File: config.mk
export PLATFORM = sky130hd
export DESIGN_NAME = npc_seq
export DESIGN_NICKNAME = d
export VERILOG_FILES = /design/src/rtl/npc_pkg.sv /design/src/rtl/npc_wait_timer.sv /design/src/rtl/npc_seq.sv
export SDC_FILE = /design/constraint.sdc
export NUM_CORES = 1
export LEC_CHECK = 0
export CORE_MARGIN = 5
export CORE_UTILIZATION = 40
export CTS_CLUSTER_SIZE = 14
export DETAILED_ROUTE_END_ITERATION = 6
export MAX_ROUTING_LAYER = met4
export PLACE_DENSITY = 0.77
export SLEW_MARGIN = 10
export SYNTH_ARGS = -nofsm -noshare
export SYNTH_HDL_FRONTEND = slang
export SYNTH_SLANG_ARGS = --single-unit
File: constraint.sdc
create_clock -name clk -period 5.75 [get_ports clk]
set_input_delay 1.15 -clock clk [delete_from_list [all_inputs] [get_ports clk]]
set_output_delay 1.15 -clock clk [all_outputs]
set_load 0.005 [all_outputs]
File: src/rtl/npc_pkg.sv
// Shared types and constants for the npc multi-cycle control sequencer.
package npc_pkg;

  localparam int unsigned XLEN = 32;

  localparam logic [XLEN-1:0] RESET_PC_DEFAULT = 32'h8000_0000;
  localparam logic [XLEN-1:0] EBREAK_INST      = 32'h0010_0073;

  typedef enum logic [2:0] {
    ST_FETCH = 3'd0,
    ST_EXEC  = 3'd1,
    ST_MEM   = 3'd2,
    ST_WB    = 3'd3,
    ST_HALT  = 3'd4,
    ST_ERR   = 3'd5
  } npc_state_e;

  // Instruction fetch requires word alignment.
  function automatic logic pc_aligned(input logic [XLEN-1:0] addr);
    return addr[1:0] == 2'b00;
  endfunction

endpackage

File: src/rtl/npc_wait_timer.sv
// Consecutive-wait counter shared by the FETCH and MEM handshakes.
module npc_wait_timer #(
  parameter int unsigned WAIT_MAX = 255
) (
  input  logic clk,
  input  logic rst,
  input  logic clr,
  input  logic inc,
  output logic expired_c
);

  localparam int unsigned CNT_W = 16;
  localparam logic [CNT_W-1:0] LAST = CNT_W'(WAIT_MAX - 1);

  logic [CNT_W-1:0] cnt;

  always_ff @(posedge clk) begin
    if (rst) begin
      cnt <= '0;
    end else if (clr) begin
      cnt <= '0;
    end else if (inc) begin
      cnt <= cnt + CNT_W'(1);
    end
  end

  // High while the current wait cycle is the last one allowed.
  assign expired_c = (cnt == LAST);

endmodule

File: src/rtl/npc_seq.sv
// Multi-cycle control sequencer: owns PC and instruction latch, steps each
// instruction through FETCH/EXEC/MEM/WB with handshake waits and halt/error exits.
module npc_seq
  import npc_pkg::*;
#(
  parameter logic [31:0] RESET_PC = RESET_PC_DEFAULT,
  parameter int unsigned WAIT_MAX = 255
) (
  input  logic        clk,
  input  logic        rst,
  output logic        ifu_req,
  output logic [31:0] ifu_addr,
  input  logic        ifu_rvalid,
  input  logic [31:0] ifu_rdata,
  output logic [31:0] inst,
  input  logic        is_mem,
  input  logic        reg_wen_in,
  output logic        reg_wen,
  output logic        lsu_req,
  input  logic        lsu_done,
  input  logic [31:0] next_pc,
  output logic [31:0] pc,
  output logic        ebreak_pulse,
  output logic        halted,
  output logic        error,
  output logic [31:0] retired
);

  npc_state_e  state, state_d;
  logic [31:0] pc_d, inst_d, retired_d;
  logic        halted_d, error_d, ebreak_d;
  logic        tmr_clr, tmr_inc, tmr_exp_c;

  npc_wait_timer #(.WAIT_MAX(WAIT_MAX)) u_wait (
    .clk       (clk),
    .rst       (rst),
    .clr       (tmr_clr),
    .inc       (tmr_inc),
    .expired_c (tmr_exp_c)
  );

  assign ifu_addr = pc;

  always_ff @(posedge clk) begin
    if (rst) begin
      state        <= ST_FETCH;
      pc           <= RESET_PC;
      inst         <= '0;
      retired      <= '0;
      halted       <= 1'b0;
      error        <= 1'b0;
      ebreak_pulse <= 1'b0;
      ifu_req      <= 1'b1;
      lsu_req      <= 1'b0;
    end else begin
      state        <= state_d;
      pc           <= pc_d;
      inst         <= inst_d;
      retired      <= retired_d;
      halted       <= halted_d;
      error        <= error_d;
      ebreak_pulse <= ebreak_d;
      ifu_req      <= (state_d == ST_FETCH);
      lsu_req      <= (state_d == ST_MEM);
    end
  end

  always_comb begin
    state_d   = state;
    pc_d      = pc;
    inst_d    = inst;
    retired_d = retired;
    halted_d  = halted;
    error_d   = error;
    ebreak_d  = 1'b0;
    tmr_clr   = 1'b1;
    tmr_inc   = 1'b0;
    reg_wen   = 1'b0;

    unique case (state)
      ST_FETCH: begin
        if (ifu_rvalid) begin
          inst_d  = ifu_rdata;
          state_d = ST_EXEC;
        end else begin
          tmr_clr = 1'b0;
          tmr_inc = 1'b1;
          if (tmr_exp_c) begin
            state_d = ST_ERR;
            error_d = 1'b1;
          end
        end
      end
      ST_EXEC: begin
        if (inst == EBREAK_INST) begin
          state_d  = ST_HALT;
          halted_d = 1'b1;
          ebreak_d = 1'b1;
        end else if (is_mem) begin
          state_d = ST_MEM;
        end else begin
          state_d = ST_WB;
        end
      end
      ST_MEM: begin
        if (lsu_done) begin
          state_d = ST_WB;
        end else begin
          tmr_clr = 1'b0;
          tmr_inc = 1'b1;
          if (tmr_exp_c) begin
            state_d = ST_ERR;
            error_d = 1'b1;
          end
        end
      end
      ST_WB: begin
        // A misaligned target is trapped before it can reach the fetch port.
        if (pc_aligned(next_pc)) begin
          reg_wen   = reg_wen_in;
          pc_d      = next_pc;
          retired_d = retired + 32'd1;
          state_d   = ST_FETCH;
        end else begin
          state_d = ST_ERR;
          error_d = 1'b1;
        end
      end
      ST_HALT, ST_ERR: begin
      end
      default: begin
        state_d = ST_ERR;
        error_d = 1'b1;
      end
    endcase
  end

endmodule

# ---- Yosys cells after proc, flatten, opt, wreduce, memory -nomap -nowiden
# Index checks and enable logic that the tools add are counted.
dict set report word_totals {
  register_bits 120
  inputBits 70
  out_inout_bits 134
  elab_cells 57
}
dict set report classes {
  n_addsub 2
  n_eq_ne 11
  mux 21
  bitwise 2
  reduce_logical 11
}
# operator n
set ops {}
lappend ops {{32-bit by 1-bit adder with 32-bit output, second input constant} 1}
lappend ops {{32-bit by 21-bit equality test with 1-bit output, second input constant} 1}
lappend ops {{16-bit by 1-bit adder with 16-bit output, second input constant} 1}
lappend ops {{16-bit by 8-bit equality test with 1-bit output, second input constant} 1}
lappend ops {{3-bit two-way mux} 5}
lappend ops {{3-bit case mux with 5 select lines} 1}
lappend ops {{1-bit two-way mux} 12}
lappend ops {{3-bit by 2-bit equality test with 1-bit output, second input constant} 3}
lappend ops {{3-bit equality test, second input constant} 2}
lappend ops {{3-bit logical NOT} 2}
lappend ops {{2-bit inequality test, second input constant} 3}
lappend ops {{2-bit AND reduction} 3}
lappend ops {{2-bit OR reduction} 3}
lappend ops {{1-bit case mux with 2 select lines} 2}
lappend ops {{1-bit case mux with 4 select lines} 1}
lappend ops {{4-bit AND reduction} 1}
lappend ops {{3-bit by 1-bit equality test with 1-bit output, second input constant} 1}
lappend ops {{3-bit OR reduction} 1}
lappend ops {{2-bit logical NOT} 1}
lappend ops {{1-bit inverter} 2}

# ---- Logic depth before layout (Yosys ltp)
dict set report depth {
  word_depth 5
  mapped_depth 8
  ltp_nobuf 8
}

# ---- Cells and area by module
# Synthesis repeated with hierarchy kept, for this count alone.
dict set report unflattened {
  hier_cells 641
  hier_area_um2 5333.9
}
# mod n_inst cells_per_inst area_each_um2 seq_area_each_um2
set modules_own_cells {}
lappend modules_own_cells {npc_seq 1 551 4533.1 2082.0}
lappend modules_own_cells {npc_wait_timer 1 90 800.8 320.3}

# ---- Worst setup path before layout
# OpenSTA, ideal clock, no wires.
dict set report synth_path {
  path_type {in2out}
  startpoint {in next_pc[0]}
  endpoint {out reg_wen}
  arrival_ns 1.665
  path_slack_ns 2.935
  path_stages 2
  cell_sequence {nor4b_4 > and3_1}
}
dict set report synth_between {
  elab_chain_cells 3
}
# item line_no
set synth_lines {}
lappend synth_lines {{start: declaration} npc_seq.sv:21} ;# input logic [31:0] next_pc,
lappend synth_lines {{2-bit logical NOT} npc_pkg.sv:20} ;# return addr[1:0] == 2'b00;
lappend synth_lines {{1-bit two-way mux} npc_seq.sv:119} ;# if (pc_aligned(next_pc)) begin
lappend synth_lines {{1-bit two-way mux} npc_seq.sv:80} ;# unique case (state)
lappend synth_lines {{end: declaration} npc_seq.sv:18} ;# output logic reg_wen,
# No other way between the ends.

# ---- Final worst setup path
# Same ends and word-level chain as after synthesis.

==> results.ini <==
[outcome]
result_of_the_run = completed

[clocking]
clock_insertion_delay_worst_skew_ns = 0.40
cts-resized-gates = 0
cts.sink_count = 120
hold_buffers_post_cts = 0
clock-root-buffer = clkbuf_16
cts-buffers-inserted = 17
cts_tree = yes
cts-root-to-sink-buffers = 2
clk_pin_slew_ns = 0.06
cts_max_level = 4
postCtsSetupBuffers = 0

[sta]
worst_pin_slew_ns = 1.041
unrepaired_setup_endpoints_after_global_routing = false
final_period_minus_worst_setup_slack_ns = 3.884
timing.final.hold_violations = 0
fin_crit_sh = 0.6755
clock.fmax_ghz = 0.2575
slew_violations = 0
max-slew-margin-rel = 0.3058
setup-violations-final = 0
timing.clock.skew_ns = 0.01041
setup-tns-final_ns = 0
setup_slack_ns = 1.866

[power]
comb_power_share = 0.105
power_per_cell_area_nw_per_um2 = 287.8
sw_frac_of_total = 0.2311
seqPwrFrac = 0.417
clock_power_share = 0.478
power_report.internal_total_w = 0.001650
netsw_w = 0.0004959
leakagePower_nw = 2.546
vdd_drop_max_v = 0.0001898

[worst_setup_path]
critPathSlowestCell = clkdlybuf4s50_1
path_cells = clkdlybuf4s50_1 > nor4b_4 > and3_1 > clkdlybuf4s50_1
worstPathArrival_ns = 2.73
critical_path.max_stage_delay_ns = 0.50
critical_path.startpoint_type = primary input
timing.setup.critical_path_class = primary input to primary output
cp_common_cell = clkdlybuf4s50_1
critPathTopFamily = buffers and inverters
timing.critical_path.required_ns = 4.60
critPathMaxFanout = 5
crit_path_end_kind = primary output
cp.buffers_inverters = 2

[die]
die_h_um = 121.5
row_count = 40
dieArea_um2 = 14760
io-pin-count = 204
initial_utilization = 0.4106
die_x_um = 121.5
placeableCoreArea_um2 = 12110

[synth]
synth-main-ff-cell = dfxtp_1
post_synth_instance_area_um2 = 4974
count_of_flip_flops_with_a_built_in_enable_after_synthesis = 0
synth_seq_area_share = 0.4830
async_set_or_reset_register_ratio_after_synthesis = 0
synthesis.nets = 680
yosys_register_bits = 120
synth_cell_types = 42
yosysWarnings = 0
postSynthCellCount = 607
avgSynthCellArea_um2 = 8.194

[final_layout]
leading_cell_type_in_the_layout_fill_and_taps_excluded = clkdlybuf4s50_1
final_nets = 841
area_used_by_multi_input_combinational_logic_um2 = 2191
most-common-layout-cells = clkdlybuf4s50_1, nand2_1, dfxtp_1
drive_above_1_share = 0.05890
areaGrowthSynthToFinish_pct = 49.89
sequential_cell_area_um2 = 2402
num-fill-cells = 1055

[grt]
via_count_of_the_first_global_routing_pass = 4655
globalRoute.totalOverflow = 0
global_route_wire_length_before_repair_um = 22200
grt_start_max_net_pins = 105
grt_usage = 0.1931
grt_antenna_before_repair = 1

[route]
number_of_optimization_iterations_in_the_first_detailed_route_pass = 6
vias_per_cell = 4.936
drt-wirelength-per-cell_um = 14.81
finalWirelength_um = 14070
detailroute.via_count = 4689
final_antenna_net_count = 0
drt-initial-drc-count = 267
remaining_drc_errors = 0

[placed_design]
rd_place_congestion = 0.8190
numPortBuffers = 203
post-place-ws_ns = 1.865
detailed_place_hpwl_um = 10380

[flow_run]
drv.max_cap_violation_count = 0

[min_path]
hold_path.class = flip-flop to flip-flop

-- cells by family (layout without fill, tap and decap cells) --
group                    Yosys count  in the layout  synth area share
AND/OR/NAND/NOR                  293            293            0.2752
flip-flops                       120            120            0.4830
AO/OA/AOI/OAI                     84             84           0.08856
buffers and inverters             68            242           0.07698
XOR/XNOR                          39             39           0.06868
adder cells (fa/ha/maj)            3              3          0.007548
other                              0              1                 0
-- layer usage --
layer	track usage	part of all wire	up-vias
li1	-	-	2317
met1	0.2095	0.41	2185
met2	0.3347	0.50	172
met3	0.05967	0.075	15
met4	0.06723	0.015	0
met5	-	0	-
-- power by group through the flow --
stage | registers (W) | logic [W] | clock network [W]
global route | 0.000899 | 0.000249 | 0.00108
detailed placement | 0.000912 | 0.000227 | 0
CTS | 0.000895 | 0.000229 | 0.00104
floorplan | 0.000904 | 0.000101 | 0
finish | 0.000895 | 0.000225 | 0.00102
global placement | 0.000910 | 0.000222 | 0
-- sequential cells by signal, summed over array words and instances (netlist names), 3 cells and up --
signal and flops:
ifu_addr 32, inst 32, retired 32, u_wait.cnt 16, state 3
-- synth_stat cells (3+ instances only) --
cell | count | area, µm²
nand2_1 | 148 | 555.5
dfxtp_1 | 120 | 2402
a21oi_1 | 70 | 350.3
nor2_1 | 62 | 232.7
buf_4 | 32 | 240.2
clkbuf_1 | 30 | 112.6
xor2_1 | 23 | 201.4
nand3_1 | 16 | 80.08
xnor2_1 | 16 | 140.1
nand4_1 | 13 | 81.33
o21ai_0 | 8 | 40.04
nor4_1 | 7 | 43.79
or3_1 | 7 | 43.79
inv_1 | 5 | 18.77
and3_1 | 4 | 25.02
and4_1 | 4 | 35.03
nor3_1 | 4 | 20.02
and2_1 | 3 | 18.77
ha_1 | 3 | 37.54
nor3_2 | 3 | 30.03
-- layout make-up --
type                    instances  area share
inverters                       5    0.002518
clock buffers                  22     0.06227
flip-flops and latches        120      0.3223
well taps                     168     0.02820
multi-input cells             419      0.2939
diodes                          1   0.0003357
repair buffers                205      0.2743
clock inverters                10     0.01628
-- worst min-delay path, delay by kind of cell, from the launching register on --
family	cells	cell delay [ns]
and+or+nand+nor	1	0.05
DFF	1	0.31
AOI/OAI and AO/OA	1	0.05
-- worst paths after layout --
check,from,to,slack (ns),cells after the start
worst min register to register,inst[3],inst[3],0.47,2
worst max-delay path,next_pc[0],reg_wen,1.87,4
worst min-delay path,inst[3],inst[3],0.47,2
worst max register to register,state[1],ifu_req,3.40,6
-- stage by stage --
step	hold WS, ns	utilization	instance area, µm²	power, W	cells
global placement	0.4554	0.5669	6867	0.001132	917
floorplan	0.4412	-	4974	0.001005	607
CTS	0.4679	0.6153	7452	0.002169	949
finish	0.4664	0.6155	7455	0.002146	950
detailed placement	0.4599	0.5669	6867	0.001139	917
global route	0.4851	0.6155	7455	0.002230	950
(Power assumes the default switching activity.)
